### src/rtl/axi4_lite_master.sv
// AXI4-Lite master: runs one single-beat read or write per accepted command, with a
// programmable idle delay in front of every VALID/READY it drives.
module axi4_lite_master #(
  parameter int unsigned ADDR_W = 32,
  parameter int unsigned DATA_W = 32,
  parameter int unsigned DLY_W  = 8
) (
  input  logic                ACLK,
  input  logic                ARESETn,
  input  logic                cmd_valid,
  output logic                cmd_ready,
  input  logic                cmd_write,
  input  logic [ADDR_W-1:0]   cmd_addr,
  input  logic [2:0]          cmd_prot,
  input  logic [DATA_W-1:0]   cmd_wdata,
  input  logic [DATA_W/8-1:0] cmd_wstrb,
  input  logic [DLY_W-1:0]    dly_aw,
  input  logic [DLY_W-1:0]    dly_w,
  input  logic [DLY_W-1:0]    dly_b,
  input  logic [DLY_W-1:0]    dly_ar,
  input  logic [DLY_W-1:0]    dly_r,
  output logic                rsp_valid,
  output logic [DATA_W+1:0]   rsp_data,
  output logic [ADDR_W-1:0]   AWADDR,
  output logic [2:0]          AWPROT,
  output logic                AWVALID,
  input  logic                AWREADY,
  output logic [DATA_W-1:0]   WDATA,
  output logic [DATA_W/8-1:0] WSTRB,
  output logic                WVALID,
  input  logic                WREADY,
  input  logic [1:0]          BRESP,
  input  logic                BVALID,
  output logic                BREADY,
  output logic [ADDR_W-1:0]   ARADDR,
  output logic [2:0]          ARPROT,
  output logic                ARVALID,
  input  logic                ARREADY,
  input  logic [DATA_W-1:0]   RDATA,
  input  logic [1:0]          RRESP,
  input  logic                RVALID,
  output logic                RREADY
);

  typedef enum logic [2:0] {StIdle, StWr, StWb, StRa, StRd, StDone} state_e;

  state_e                state_q, state_d;
  logic [ADDR_W-1:0]     addr_q, addr_d;
  logic [2:0]            prot_q, prot_d;
  logic [DATA_W-1:0]     wdata_q, wdata_d;
  logic [DATA_W/8-1:0]   wstrb_q, wstrb_d;
  logic [DLY_W-1:0]      dly_b_q, dly_b_d, dly_r_q, dly_r_d;
  // cnt_a: AW or AR delay; cnt_w: W delay; cnt_s: B or R delay.
  logic [DLY_W-1:0]      cnt_a_q, cnt_a_d, cnt_w_q, cnt_w_d, cnt_s_q, cnt_s_d;
  logic                  awvalid_q, awvalid_d, wvalid_q, wvalid_d;
  logic                  aw_done_q, aw_done_d, w_done_q, w_done_d;
  logic                  bready_q, bready_d, arvalid_q, arvalid_d, rready_q, rready_d;
  logic [DATA_W+1:0]     rsp_data_q, rsp_data_d;

  always_comb begin
    state_d    = state_q;
    addr_d     = addr_q;
    prot_d     = prot_q;
    wdata_d    = wdata_q;
    wstrb_d    = wstrb_q;
    dly_b_d    = dly_b_q;
    dly_r_d    = dly_r_q;
    cnt_a_d    = cnt_a_q;
    cnt_w_d    = cnt_w_q;
    cnt_s_d    = cnt_s_q;
    awvalid_d  = awvalid_q;
    wvalid_d   = wvalid_q;
    aw_done_d  = aw_done_q;
    w_done_d   = w_done_q;
    bready_d   = bready_q;
    arvalid_d  = arvalid_q;
    rready_d   = rready_q;
    rsp_data_d = rsp_data_q;
    unique case (state_q)
      StIdle: begin
        if (cmd_valid) begin
          addr_d    = cmd_addr;
          prot_d    = cmd_prot;
          wdata_d   = cmd_wdata;
          wstrb_d   = cmd_wstrb;
          dly_b_d   = dly_b;
          dly_r_d   = dly_r;
          cnt_a_d   = cmd_write ? dly_aw : dly_ar;
          cnt_w_d   = dly_w;
          aw_done_d = 1'b0;
          w_done_d  = 1'b0;
          state_d   = cmd_write ? StWr : StRa;
        end
      end
      StWr: begin
        if (awvalid_q) begin
          if (AWREADY) begin
            awvalid_d = 1'b0;
            aw_done_d = 1'b1;
          end
        end else if (!aw_done_q) begin
          if (cnt_a_q == '0) awvalid_d = 1'b1;
          else               cnt_a_d   = cnt_a_q - 1'b1;
        end
        if (wvalid_q) begin
          if (WREADY) begin
            wvalid_d = 1'b0;
            w_done_d = 1'b1;
          end
        end else if (!w_done_q) begin
          if (cnt_w_q == '0) wvalid_d = 1'b1;
          else               cnt_w_d  = cnt_w_q - 1'b1;
        end
        if (aw_done_d && w_done_d) begin
          cnt_s_d = dly_b_q;
          state_d = StWb;
        end
      end
      StWb: begin
        if (bready_q) begin
          if (BVALID) begin
            bready_d   = 1'b0;
            rsp_data_d = {{DATA_W{1'b0}}, BRESP};
            state_d    = StDone;
          end
        end else if (cnt_s_q == '0) begin
          bready_d = 1'b1;
        end else begin
          cnt_s_d = cnt_s_q - 1'b1;
        end
      end
      StRa: begin
        if (arvalid_q) begin
          if (ARREADY) begin
            arvalid_d = 1'b0;
            cnt_s_d   = dly_r_q;
            state_d   = StRd;
          end
        end else if (cnt_a_q == '0) begin
          arvalid_d = 1'b1;
        end else begin
          cnt_a_d = cnt_a_q - 1'b1;
        end
      end
      StRd: begin
        if (rready_q) begin
          if (RVALID) begin
            rready_d   = 1'b0;
            rsp_data_d = {RDATA, RRESP};
            state_d    = StDone;
          end
        end else if (cnt_s_q == '0) begin
          rready_d = 1'b1;
        end else begin
          cnt_s_d = cnt_s_q - 1'b1;
        end
      end
      StDone:  state_d = StIdle;
      default: state_d = StIdle;
    endcase
  end

  always_ff @(posedge ACLK) begin
    if (!ARESETn) begin
      state_q    <= StIdle;
      addr_q     <= '0;
      prot_q     <= '0;
      wdata_q    <= '0;
      wstrb_q    <= '0;
      dly_b_q    <= '0;
      dly_r_q    <= '0;
      cnt_a_q    <= '0;
      cnt_w_q    <= '0;
      cnt_s_q    <= '0;
      awvalid_q  <= 1'b0;
      wvalid_q   <= 1'b0;
      aw_done_q  <= 1'b0;
      w_done_q   <= 1'b0;
      bready_q   <= 1'b0;
      arvalid_q  <= 1'b0;
      rready_q   <= 1'b0;
      rsp_data_q <= '0;
    end else begin
      state_q    <= state_d;
      addr_q     <= addr_d;
      prot_q     <= prot_d;
      wdata_q    <= wdata_d;
      wstrb_q    <= wstrb_d;
      dly_b_q    <= dly_b_d;
      dly_r_q    <= dly_r_d;
      cnt_a_q    <= cnt_a_d;
      cnt_w_q    <= cnt_w_d;
      cnt_s_q    <= cnt_s_d;
      awvalid_q  <= awvalid_d;
      wvalid_q   <= wvalid_d;
      aw_done_q  <= aw_done_d;
      w_done_q   <= w_done_d;
      bready_q   <= bready_d;
      arvalid_q  <= arvalid_d;
      rready_q   <= rready_d;
      rsp_data_q <= rsp_data_d;
    end
  end

  assign cmd_ready = (state_q == StIdle);
  assign rsp_valid = (state_q == StDone);
  assign rsp_data  = rsp_data_q;
  assign AWADDR    = addr_q;
  assign AWPROT    = prot_q;
  assign AWVALID   = awvalid_q;
  assign WDATA     = wdata_q;
  assign WSTRB     = wstrb_q;
  assign WVALID    = wvalid_q;
  assign BREADY    = bready_q;
  assign ARADDR    = addr_q;
  assign ARPROT    = prot_q;
  assign ARVALID   = arvalid_q;
  assign RREADY    = rready_q;

endmodule

### config.mk
export PLATFORM = sky130hd
export DESIGN_NAME = axi4_lite_master
export DESIGN_NICKNAME = d
export VERILOG_FILES = /design/src/rtl/axi4_lite_master.sv
export SDC_FILE = /design/constraint.sdc
export NUM_CORES = 1
export LEC_CHECK = 0
export ABC_AREA = 1
export CORE_ASPECT_RATIO = 2
export CORE_UTILIZATION = 43
export DETAILED_ROUTE_END_ITERATION = 10
export PLACE_DENSITY_LB_ADDON = 0.05
export SYNTH_ARGS = -nofsm -noshare
export SYNTH_HDL_FRONTEND = slang
export SYNTH_SLANG_ARGS = --single-unit
### constraint.sdc
create_clock -name ACLK -period 2.35 [get_ports ACLK]
set_clock_uncertainty 0.15 [all_clocks]
set_input_delay 0.705 -clock ACLK [delete_from_list [all_inputs] [get_ports ACLK]]
set_output_delay 0.705 -clock ACLK [all_outputs]
set_load 0.005 [all_outputs]
==> impl_metrics.py <==
metrics = {
    "clock_tree": {
        "root_buffer": "clkbuf_16",
        "clkSlewWorstSetupHoldPaths_ps": 70,
        "cts_tree": "built",
        "numCtsBuffers": 17,
        "cts.sinks": 155,
        "post_cts_buffers": 0,
        "htree_levels": 4,
        "clk_path_buf_depth": 2,
        "ctsResizeCount": 2,
        "clock_latency_ps": 420,
        "hold_buffers": 0,
    },
    "logic_synthesis": {
        "synth-xor-area-share_pct": 0.1226,
        "synth_fa_ha_area_share_pct": 0.8755,
        "avgSynthCellArea_um2": 7.160,
        "synth_top_family_by_area": "simple AND/OR/NAND/NOR gates",
        "yosys.area_share.simple_pct": 30.36,
        "yosys_warnings": 0,
        "ys_ff_latch": 155,
        "synth_area_mm2": 0.007146,
        "yosysSeqAreaShare_pct": 43.42,
        "yosys-mux-area-fraction_pct": 0.2802,
        "synth_fp_nets": 1159,
        "postSynthCellCount": 998,
        "yosysUniqueCellTypes": 33,
        "synth_compound_area_share_pct": 13.73,
    },
    "hold_path": {
        "worstHoldPathType": "register to register",
        "min-delay-start": "dly_r_q[2]$_SDFFE_PN0P_",
        "hold_end": "dly_r_q[2]$_SDFFE_PN0P_",
        "holdPathStages": 2,
    },
    "floorplan": {
        "ios": 303,
        "rows": 66,
        "start_util_pct": 43.92,
        "die_width_um": 93.15,
        "dieHeight_um": 184.3,
        "die_area_mm2": 0.01717,
        "fp.coreArea_mm2": 0.01627,
    },
    "final_layout": {
        "syn_to_final_growth_pct": 48.56,
        "final_common_cell": "clkdlybuf4s50_1",
        "finalNetCount": 1410,
        "final_cell_mix": "clkdlybuf4s50_1 (299), nor2_1 (254), dfxtp_1 (155)",
        "antenna_cells": 0,
        "drive_above_1_share_pct": 6.423,
    },
    "worst_setup_path": {
        "rr_startpoint": "state_q[1]$_SDFFE_PN0P_",
        "cp.depth": 1,
        "crit_required_ps": 1490,
        "crit_path_max_incr_delay_ps": 550,
        "crit_type": "register to output port",
        "r2r-end": "rsp_data[27]$_SDFFE_PN0P_",
        "crit_buf_inv": 1,
        "crit_start": "ARADDR[20]$_SDFFE_PN0P_",
        "slowest_stage": "clkdlybuf4s50_1",
        "cp-start-kind": "register",
        "cp.arrival_ps": 1360,
        "cp_max_fo": 3,
        "path_cells": "clkdlybuf4s50_1",
        "reg2reg_depth": 8,
        "critPathTopFamily": "buffers and inverters",
        "cp-end-kind": "output port",
        "r2r_slack_ps": 270,
    },
    "pwr": {
        "p_leak_nw": 4.353,
        "powerDensity_mw_per_mm2": 1128,
        "ir_drop_v": 0.0007677,
    },
    "sta": {
        "timing.final.crit_share_pct": 94.31,
        "rsz0062_at_grt": "no",
        "hold_violations": 0,
        "setup_violations": 0,
        "fmax_mhz": 451.2,
        "holdWs_ps": 298.3,
        "final_max_slew_viol_count": 0,
        "setup_tns_ps": 0,
        "tightestPinTransition_ps": 464.8,
        "max_slew_margin_pct": 69.01,
        "post-route-min-period_ps": 2216,
    },
    "drt": {
        "drtIter0Drc": 248,
        "drc": 0,
        "wl_per_cell_um": 14.12,
        "drtPass1Iterations": 5,
        "via_per_inst": 4.899,
        "drtAntennaViolNets": 0,
        "wl_um": 20680,
        "num_vias": 7177,
    },
    "global_routing": {
        "grt_max_degree": 82,
        "globalRouteOverflowTotal": 0,
        "grt_usage_pct": 24.34,
        "first_global_vias": 6882,
        "antenna_found_initial": 0,
        "grt_pass1_wl_um": 32920,
    },
    "flow_run": {
        "maxCapViolations": 0,
    },
    "place": {
        "post-dp-hpwl_um": 14760,
        "gp_congestion": 0.8504,
        "portBuffers": 302,
    },
    "run_status": {
        "status": "complete, no violations",
    },
}
==> sequential cells by signal, indices dropped and copies added, names as in the netlist, 4 cells and up <==
name / flops
rsp_data: 34
WDATA: 32
ARADDR: 32
dly_r_q: 8
cnt_w_q: 8
cnt_a_q: 8
dly_b_q: 8
cnt_s_q: 8
WSTRB: 4
==> Yosys cell counts <==
library cell / count / area, um2
nor2_2: 3 / 18.77
nor2_1: 254 / 953.4
o211ai_1: 1 / 7.510
inv_1: 51 / 191.4
nor3_1: 3 / 15.01
nand3_1: 29 / 145.1
a31oi_1: 2 / 12.51
xor2_1: 1 / 8.760
inv_2: 2 / 7.510
mux2i_1: 2 / 20.02
a21oi_2: 1 / 8.760
o22ai_1: 2 / 12.51
nand2_4: 3 / 33.78
nand2_1: 153 / 574.3
clkbuf_1: 22 / 82.58
buf_6: 9 / 101.4
nor2_8: 2 / 40.04
nand2_2: 7 / 43.79
nand4_1: 4 / 25.02
o21ai_0: 120 / 600.6
and2_1: 1 / 6.260
or2_2: 2 / 12.51
buf_2: 14 / 70.07
dfxtp_1: 155 / 3103
buf_4: 43 / 322.8
inv_4: 4 / 25.02
nand3b_1: 33 / 247.7
nand3_2: 2 / 20.02
o21ai_2: 3 / 26.28
a21oi_1: 61 / 305.3
nor2_4: 3 / 33.78
ha_1: 5 / 62.56
o31ai_1: 1 / 7.510
==> area by class of cell <==
cell class | instances | area, um2
Tap cell | 204 | 255.2
Inverter | 57 | 224.0
Clock buffer | 20 | 456.7
Multi-Input combinational cell | 698 | 3242
Sequential cell | 155 | 3103
Clock inverter | 11 | 121.4
Timing Repair Buffer | 320 | 3213
Fill cell | 1485 | 5653
==> cells by family (layout without fill, tap and decap cells) <==
| family | count (synthesis) | after routing |
|---|---|---|
| fa+ha+maj | 5 | 5 |
| flops | 155 | 155 |
| compound gates | 191 | 191 |
| simple gates | 499 | 499 |
| xor+xnor | 1 | 1 |
| buf+inv | 145 | 408 |
| mux | 2 | 2 |
==> worst max-delay path by stage <==
stage,endpoint,slack [ps]
3_5_place_dp,cnt_w_q[7]$_SDFFE_PN0P_,80
6_report,ARADDR[20],130
4_1_cts,AWVALID,110
3_3_place_gp,cnt_w_q[7]$_SDFFE_PN0P_,100
5_1_grt,AWVALID,60
2_1_floorplan,cnt_a_q[6]$_SDFFE_PN0P_,450
==> metal layers <==
metal | track usage (%) | wire length [um]
met5 | 0 | 0
met4 | 9.908 | 554
met3 | 7.178 | 1497
met2 | 44.68 | 10820
met1 | 25.32 | 7811
==> report_power, final <==
part	internal (mW)	switching [mW]	total, mW
Combinational	2.59	2.83	5.41
Sequential	3.36	0.501	3.86
Clock	1.61	1.09	2.70
==> through the flow <==
stage | instances | utilization (%) | power, mW | cell area, um2 | worst slack [ps]
2_1_floorplan | 998 | - | 7.260 | 7146 | 450.0
3_3_place_gp | 1434 | 61.71 | 9.278 | 10040 | 102.9
3_5_place_dp | 1434 | 61.71 | 9.329 | 10040 | 77.09
4_1_cts | 1465 | 65.25 | 12.09 | 10620 | 107.9
5_1_grt | 1465 | 65.25 | 12.91 | 10620 | 61.00
6_report | 1465 | 65.25 | 11.98 | 10620 | 133.6
No activity file was read; power rests on OpenSTA's default activity.
